--- config.mk ---
export PLATFORM = sky130hd
export DESIGN_NAME = shared_memory_response_collector
export DESIGN_NICKNAME = d
export VERILOG_FILES = /design/src/rtl/shared_memory_response_collector.sv
export SDC_FILE = /design/constraint.sdc
export NUM_CORES = 1
export LEC_CHECK = 0
export ABC_CLOCK_PERIOD_IN_PS = 3580
export CAP_MARGIN = 40
export CORE_AREA = 2 2 222 224
export CTS_CLUSTER_DIAMETER = 80
export DETAILED_ROUTE_END_ITERATION = 6
export DIE_AREA = 0 0 224 226
export GPL_TIMING_DRIVEN = 0
export PLACE_DENSITY_LB_ADDON = 0.12
export RECOVER_POWER = 25
export SETUP_SLACK_MARGIN = 0.1
export SYNTH_ARGS = -nofsm -noshare
export SYNTH_HDL_FRONTEND = slang
export SYNTH_SLANG_ARGS = --single-unit
--- constraint.sdc ---
create_clock -name clk -period 3.58 [get_ports clk]
set_clock_uncertainty 0.2 [all_clocks]
set_input_delay 0.716 -clock clk [delete_from_list [all_inputs] [get_ports clk]]
set_output_delay 0.716 -clock clk [all_outputs]
set_load 0.03 [all_outputs]
--- src/rtl/shared_memory_response_collector.sv ---
// Collects per-lane bank read data for one warp request across arbiter replay
// cycles and returns the reassembled warp on a valid/ready response port.
module shared_memory_response_collector #(
    parameter int unsigned NUM_LANES  = 8,
    parameter int unsigned DATA_WIDTH = 32,
    parameter int unsigned WARP_ID_W  = 4,
    parameter int unsigned CNT_W      = 4
) (
    input  logic                            clk,
    input  logic                            rst,
    input  logic                            req_valid,
    output logic                            req_ready,
    input  logic [NUM_LANES-1:0]            req_mask,
    input  logic [WARP_ID_W-1:0]            req_warp_id,
    input  logic                            grant_valid,
    input  logic [NUM_LANES-1:0]            grant_lanes,
    input  logic [NUM_LANES*DATA_WIDTH-1:0] bank_rdata,
    output logic [NUM_LANES-1:0]            pending_mask,
    output logic                            resp_valid,
    input  logic                            resp_ready,
    output logic [NUM_LANES*DATA_WIDTH-1:0] resp_data,
    output logic [NUM_LANES-1:0]            resp_mask,
    output logic [WARP_ID_W-1:0]            resp_warp_id,
    output logic [CNT_W-1:0]                replay_count,
    output logic                            grant_err
);

    typedef enum logic [1:0] {IDLE, COLLECT, RESPOND} state_t;

    state_t                          state_q, state_d;
    logic [NUM_LANES-1:0]            active_q, active_d;
    logic [NUM_LANES-1:0]            served_q, served_d;
    logic [NUM_LANES-1:0]            inflight_q, inflight_d;
    logic [NUM_LANES*DATA_WIDTH-1:0] data_q, data_d;
    logic [WARP_ID_W-1:0]            warp_id_q, warp_id_d;
    logic [CNT_W-1:0]                cnt_q, cnt_d;
    logic                            err_q, err_d;

    logic [NUM_LANES-1:0]            open_lanes;
    logic [NUM_LANES-1:0]            new_lanes;
    logic [NUM_LANES-1:0]            served_nxt;

    // Lanes still eligible for a grant: neither captured nor awaiting data.
    assign open_lanes = active_q & ~served_q & ~inflight_q;

    always_comb begin
        state_d    = state_q;
        active_d   = active_q;
        served_d   = served_q;
        inflight_d = inflight_q;
        data_d     = data_q;
        warp_id_d  = warp_id_q;
        cnt_d      = cnt_q;
        err_d      = err_q;
        new_lanes  = '0;
        served_nxt = served_q | inflight_q;

        case (state_q)
            IDLE: begin
                if (req_valid) begin
                    active_d   = req_mask;
                    warp_id_d  = req_warp_id;
                    served_d   = '0;
                    inflight_d = '0;
                    data_d     = '0;
                    cnt_d      = '0;
                    state_d    = (req_mask == '0) ? RESPOND : COLLECT;
                end
            end
            COLLECT: begin
                // Data for last cycle's grants arrives now; new grants overlap it.
                for (int i = 0; i < int'(NUM_LANES); i++) begin
                    if (inflight_q[i]) begin
                        data_d[i*DATA_WIDTH +: DATA_WIDTH] = bank_rdata[i*DATA_WIDTH +: DATA_WIDTH];
                    end
                end
                if (grant_valid) begin
                    new_lanes = grant_lanes & open_lanes;
                    if (cnt_q != '1) begin
                        cnt_d = cnt_q + 1'b1;
                    end
                end
                served_d   = served_nxt;
                inflight_d = new_lanes;
                if (served_nxt == active_q) begin
                    state_d = RESPOND;
                end
            end
            RESPOND: begin
                if (resp_ready) begin
                    state_d = IDLE;
                end
            end
            default: state_d = IDLE;
        endcase

        if (grant_valid && ((state_q != COLLECT) || ((grant_lanes & ~open_lanes) != '0))) begin
            err_d = 1'b1;
        end
    end

    always_ff @(posedge clk) begin
        if (rst) begin
            state_q    <= IDLE;
            active_q   <= '0;
            served_q   <= '0;
            inflight_q <= '0;
            data_q     <= '0;
            warp_id_q  <= '0;
            cnt_q      <= '0;
            err_q      <= 1'b0;
        end else begin
            state_q    <= state_d;
            active_q   <= active_d;
            served_q   <= served_d;
            inflight_q <= inflight_d;
            data_q     <= data_d;
            warp_id_q  <= warp_id_d;
            cnt_q      <= cnt_d;
            err_q      <= err_d;
        end
    end

    assign req_ready    = (state_q == IDLE);
    assign resp_valid   = (state_q == RESPOND);
    assign pending_mask = open_lanes;
    assign resp_data    = data_q;
    assign resp_mask    = active_q;
    assign resp_warp_id = warp_id_q;
    assign replay_count = cnt_q;
    assign grant_err    = err_q;

endmodule
==> results.cfg <==
[cts]
cts.repair.resized = 0
insertion_delay_ns = 0.54
root_buffer = clkbuf_16
cts_buffers = 38
clkTransAtPathRegs_ns = 0.06
clock_sinks = 291
clock_path_buffers = 3
cts_tree = built
h-tree-depth = 2
postCtsSetupRepairBufs = 0
cts_hold_buf = 0

[timing]
maxSlewHeadroom_pct = 36.5
slew_viol_final = 0
tns_ns = 0
fin_crit_ns = 3.30
hold_viol_final = 0
fmax_mhz = 303
rsz0062_at_grt = false
finalCritPeriodShare_pct = 92.3
setup_viol = 0
max_slew.worst_pin.slew_ns = 0.953

[grt]
antenna_found_initial = 5
grt_pass1_vias = 10344
grt.overflow.total = 0
grt_max_degree = 12
grt_use_total_pct = 17.7
grt_pass1_wl_mm = 67.2

[final_layout]
layout_common_cells = clkdlybuf4s50_1 (512), nor2_1 (294), dfxtp_1 (291)
fin_nets = 1943
post-route-cell-area_um2 = 17600
layout_commonest_cell = clkdlybuf4s50_1
nFillCells = 5049
syn_to_final_growth_pct = 76.7
final_layout_size_suffix_gt1_share_pct = 4.03

[setup_path]
worstPathMaxFanout = 4
cp.required_ns = 2.66
crit_type = reg -> out
crit_path_start_kind = register
cp.arrival_ns = 2.39
crit_path_end_kind = primary output

[place]
place_congestion = 0.778
dpl.hpwl_mm = 36.1
post_dp_cell_area_um2 = 16400
portBuffers = 562

[synthesis]
synth_cell_types = 35
postSynth.asyncResetShare_pct = 0
synth_area_um2 = 9940
syn_nets = 1338
synth-seq-cells = 291
ys_seq_area_share_pct = 58.6
synth_ff_type = dfxtp_1
synth_area_per_cell_um2 = 9.42
synth_edf_count = 0
yosys_warnings = 0
netlist_instances = 1056

[floorplan]
core_area_um2 = 48300
std_cell_rows = 81
pin_count = 564
start_util_pct = 20.6
dieArea_um2 = 50600
chipHeight_um = 226
die_x_um = 224

[drt]
drt_iter0_markers = 534
drtPass1Iterations = 7
drc = 0
vias = 10233
drtAntennaViolNets = 0
wirelength_mm = 46.4
vias_per_cell = 4.42
wl_per_cell_um = 20.1

[flow_run]
cap_viol_max_count = 0

[power_and_ir_drop]
power_density_nw_per_um2 = 448
vdd_ir_drop_max_v = 0.000283
p_leak_uw = 0.00628

[hold_path]
hold_class = reg -> reg

[run_status]
status = finished, final reports clean
==> layer usage <==
metal / wire (um) / share of wire [%] / global-route usage, % / vias up
li1: - / - / - / 4987
met1: 18400 / 40 / 20.0 / 4812
met2: 22500 / 48 / 30.4 / 372
met3: 4520 / 9.7 / 7.74 / 58
met4: 952 / 2.1 / 4.62 / 4
met5: 27 / 0.058 / 0 / -
==> sequential cells by signal, summed over array words and instances (netlist names) <==
register,count
resp_data,256
inflight_q,8
resp_mask,8
served_q,8
replay_count,4
resp_warp_id,4
state_q,2
grant_err,1
==> power breakdown <==
| part | internal [uW] | switching [uW] |
|---|---|---|
| clock | 2240 | 1470 |
| sequential | 3260 | 27.2 |
| combinational | 403 | 472 |
| total | 5910 | 1970 |
==> cell families (layout without fill, tap and decap cells) <==
logic type | Yosys count | after routing | synth area share, %
and+or+nand+nor | 357 | 357 | 14.7
AOI/OAI and AO/OA | 301 | 301 | 22.3
buffers and inverters | 106 | 738 | 4.23
DFF | 291 | 291 | 58.6
adders and majority gates | 1 | 1 | 0.126
other | 0 | 3 | 0
==> critical path, stage by stage, from the launching register on <==
cell and delay (ns):
dfxtp_1 0.37, nor3b_1 0.59, clkdlybuf4s50_1 0.87
==> cell usage after synthesis, drive strengths merged (2+ instances only) <==
library cell / number / area (um^2)
o21ai: 4 / 20.0
and3b: 9 / 78.8
nor2: 294 / 1100
o21bai: 7 / 52.6
nand3: 4 / 20.0
a22oi: 256 / 1920
nor2b: 2 / 12.5
clkbuf: 82 / 308
nor4: 2 / 12.5
or3: 3 / 18.8
inv: 11 / 41.3
nand2: 28 / 108
nor3: 2 / 10.0
a21oi: 18 / 90.1
or4: 5 / 37.5
a32oi: 8 / 70.1
o2111ai: 2 / 17.5
buf: 12 / 67.6
nor3b: 7 / 57.6
dfxtp: 291 / 5830
==> cell type report <==
class | count | area [um^2] | share of cell area (%)
clock inverters | 10 | 80.1 | 0.456
plain buffers | 94 | 365 | 2.08
flip-flops and latches | 291 | 5830 | 33.2
well taps | 622 | 778 | 4.43
multi-input cells | 659 | 3700 | 21.0
clock buffers | 57 | 1130 | 6.41
diodes | 3 | 7.51 | 0.0427
repair buffers | 565 | 5640 | 32.1
inverters | 12 | 45.0 | 0.256
==> metrics by stage <==
step | hold WS (ns) | utilization [%] | total power [uW] | cells | worst slack (ns)
after floorplan | 0.241 | - | 3690 | 1056 | 1.23
after global placement | 0.249 | 33.8 | 4250 | 2240 | -0.125
after detailed placement | 0.251 | 33.9 | 4250 | 2243 | 0.403
after CTS | 0.259 | 36.4 | 8050 | 2310 | 0.164
after global routing | 0.280 | 36.3 | 8230 | 2312 | 0.129
final | 0.258 | 36.3 | 7880 | 2313 | 0.276
==> path summary, 6_finish.rpt <==
kind,from,slack [ns],depth (start not counted),endpoint
worst max-delay path,resp_mask[1],0.28,2,pending_mask[1]
worst min-delay path,resp_warp_id[3],0.26,2,resp_warp_id[3]
worst max register to register,state_q[1],0.59,7,resp_data[113]
worst min register to register,resp_warp_id[3],0.26,2,resp_warp_id[3]
No activity file was read; power rests on OpenSTA's default activity.
==> edit (same flow settings) <==
Make the reset (`rst`) asynchronous in one clocked block.
--- a/src/rtl/shared_memory_response_collector.sv
+++ b/src/rtl/shared_memory_response_collector.sv
@@ -101,3 +101,3 @@
 
-    always_ff @(posedge clk) begin
+    always_ff @(posedge clk or posedge rst) begin
         if (rst) begin
Function: differs if rst is asserted again (counterexample within 4 cycles, from zero or initial values and one cycle with rst high); with rst held inactive, the same outputs for 4 cycles.
==> edit against the original RTL <==
Largest cell class is now flip-flops and latches; worst setup slack got worse by 0.0046 ns; sequential cell count did not move; final area rose by 5.0%; area after synthesis rose by 6.3%; maximum frequency fell by 0.14%; routed wire length fell by 7.9%; non-clock buffer count fell by 24; global-route usage fell by 1.1 points; highest routed layer unchanged; the run now ends with capacitance limit, slew limit left.
Power is not compared: it rests on default switching activity, and its combinational part moved more than twofold at a synthesized area within 25%.
==> edit: results (changes against the original RTL) <==
Global routing
  • Vias in the first global route: 9603 (-7.2%)
  • Largest net degree at the start of global routing: 37 (+25)
  • First-pass GRT wire length: 63000 um (-6.2%)
  • GRT Overall Usage: 0.166 (-0.0113)
  • Initial antenna violation count: 4 (-1)

Outcome
  • Failing checks: capacitance limit, slew limit
  • Outcome: complete, but fails checks

Placed design
  • Dpl cells: 1947 (-13%)
  • I/O Buffers: 563 (+0.18%)
  • HPWL Detailed: 32500 um (-9.9%)
  • Post-DP Area: 17200 um^2 (+4.9%)
  • Gpl congestion: 0.765 (-1.7%)

STA
  • Slew Viols, Final: 34 (+34)

Layout
  • Post-Layout Cell Count: 2019 (-13%)
  • NumNets Final: 1648 (-15%)
  • Layout cells sized above 1: 0.0752 (+0.0349)

Drt
  • 1st-pass router iterations: 6 (-1)
  • Final WL: 42800 um (-7.9%)
  • Vias per Instance: 4.40 (-0.62%)

Worst hold path
  • Hold Path Origin: resp_warp_id[1]

Run
  • Max-cap viol count: 1 (+1)

Yosys
  • Library cells used by synthesis: 30 (-14%)
  • Net Count, Synth: 1034 (-23%)
  • Post-synth ARST share: 1.00 (+1.00)

Worst setup path
  • Flop2flop setup slack: 1.09 ns (+0.50 ns)
  • CP startpoint: resp_mask[1]
  • RR Startpoint: state_q[0]
  • R2r endpoint: resp_mask[1]
  • CP peak stage delay: 0.89 ns (+0.02 ns)

Power and ir drop
  • Total Power: 0.0187 W

CTS
  • CTS Buf Count: 39 (+2.6%)
-- edit: cell types whose count changed after synthesis, moves of 15 or more --
| cell | change |
|---|---|
| a21oi_1 | -15 |
| a22o_1 | +256 |
| a22oi_1 | -256 |
| buf_2 | +23 |
| clkbuf_1 | -52 |
| dfrtp_1 | +291 |
| dfxtp_1 | -291 |
| nor2_1 | -264 |
-- edit: worst max path at each step --
stage / slack, ns / end / cells past startpoint
final: 0.27 / pending_mask[1] / 2
after global routing: 0.11 / resp_data[207] / 3
after global placement: -3.83 / resp_data[175] / 2
after CTS: 0.15 / pending_mask[2] / 2
after floorplan: -1.20 / grant_err / 1
after detailed placement: 0.41 / resp_mask[5] / 7
-- edit: kinds of logic after synthesis --
| kind of cell | after synthesis | share of synthesized area |
|---|---|---|
| flip-flops | 291 | 0.689 |
| AO/OA/AOI/OAI | 281 | 0.231 |
| AND/OR/NAND/NOR | 107 | 0.0485 |
| buffers and inverters | 69 | 0.0283 |
| multiplexers | 2 | 0.00201 |
| XOR/XNOR | 1 | 0.000828 |
| adder cells (fa/ha/maj) | 1 | 0.00118 |
-- edit: cell type report --
class                           count  area share
Inverter                            7     0.00149
Tap cell                          622      0.0422
Timing Repair Buffer              573       0.314
Clock buffer                       62      0.0653
Multi-Input combinational cell    392       0.163
Clock inverter                      9     0.00455
Sequential cell                   291       0.395
Buffer                             62      0.0148
Antenna cell                        1    0.000136
-- edit: tightest hold or removal path: stages (launching register included) --
cell and delay (ns):
dfrtp_1 0.34, nand2_1 0.05, nand2_1 0.06
-- edit: layer usage --
layer / track usage / wire [um]
met2: 0.277 / 20600
met4: 0.0422 / 863
met1: 0.200 / 17500
met5: 0 / 23
met3: 0.0627 / 3720
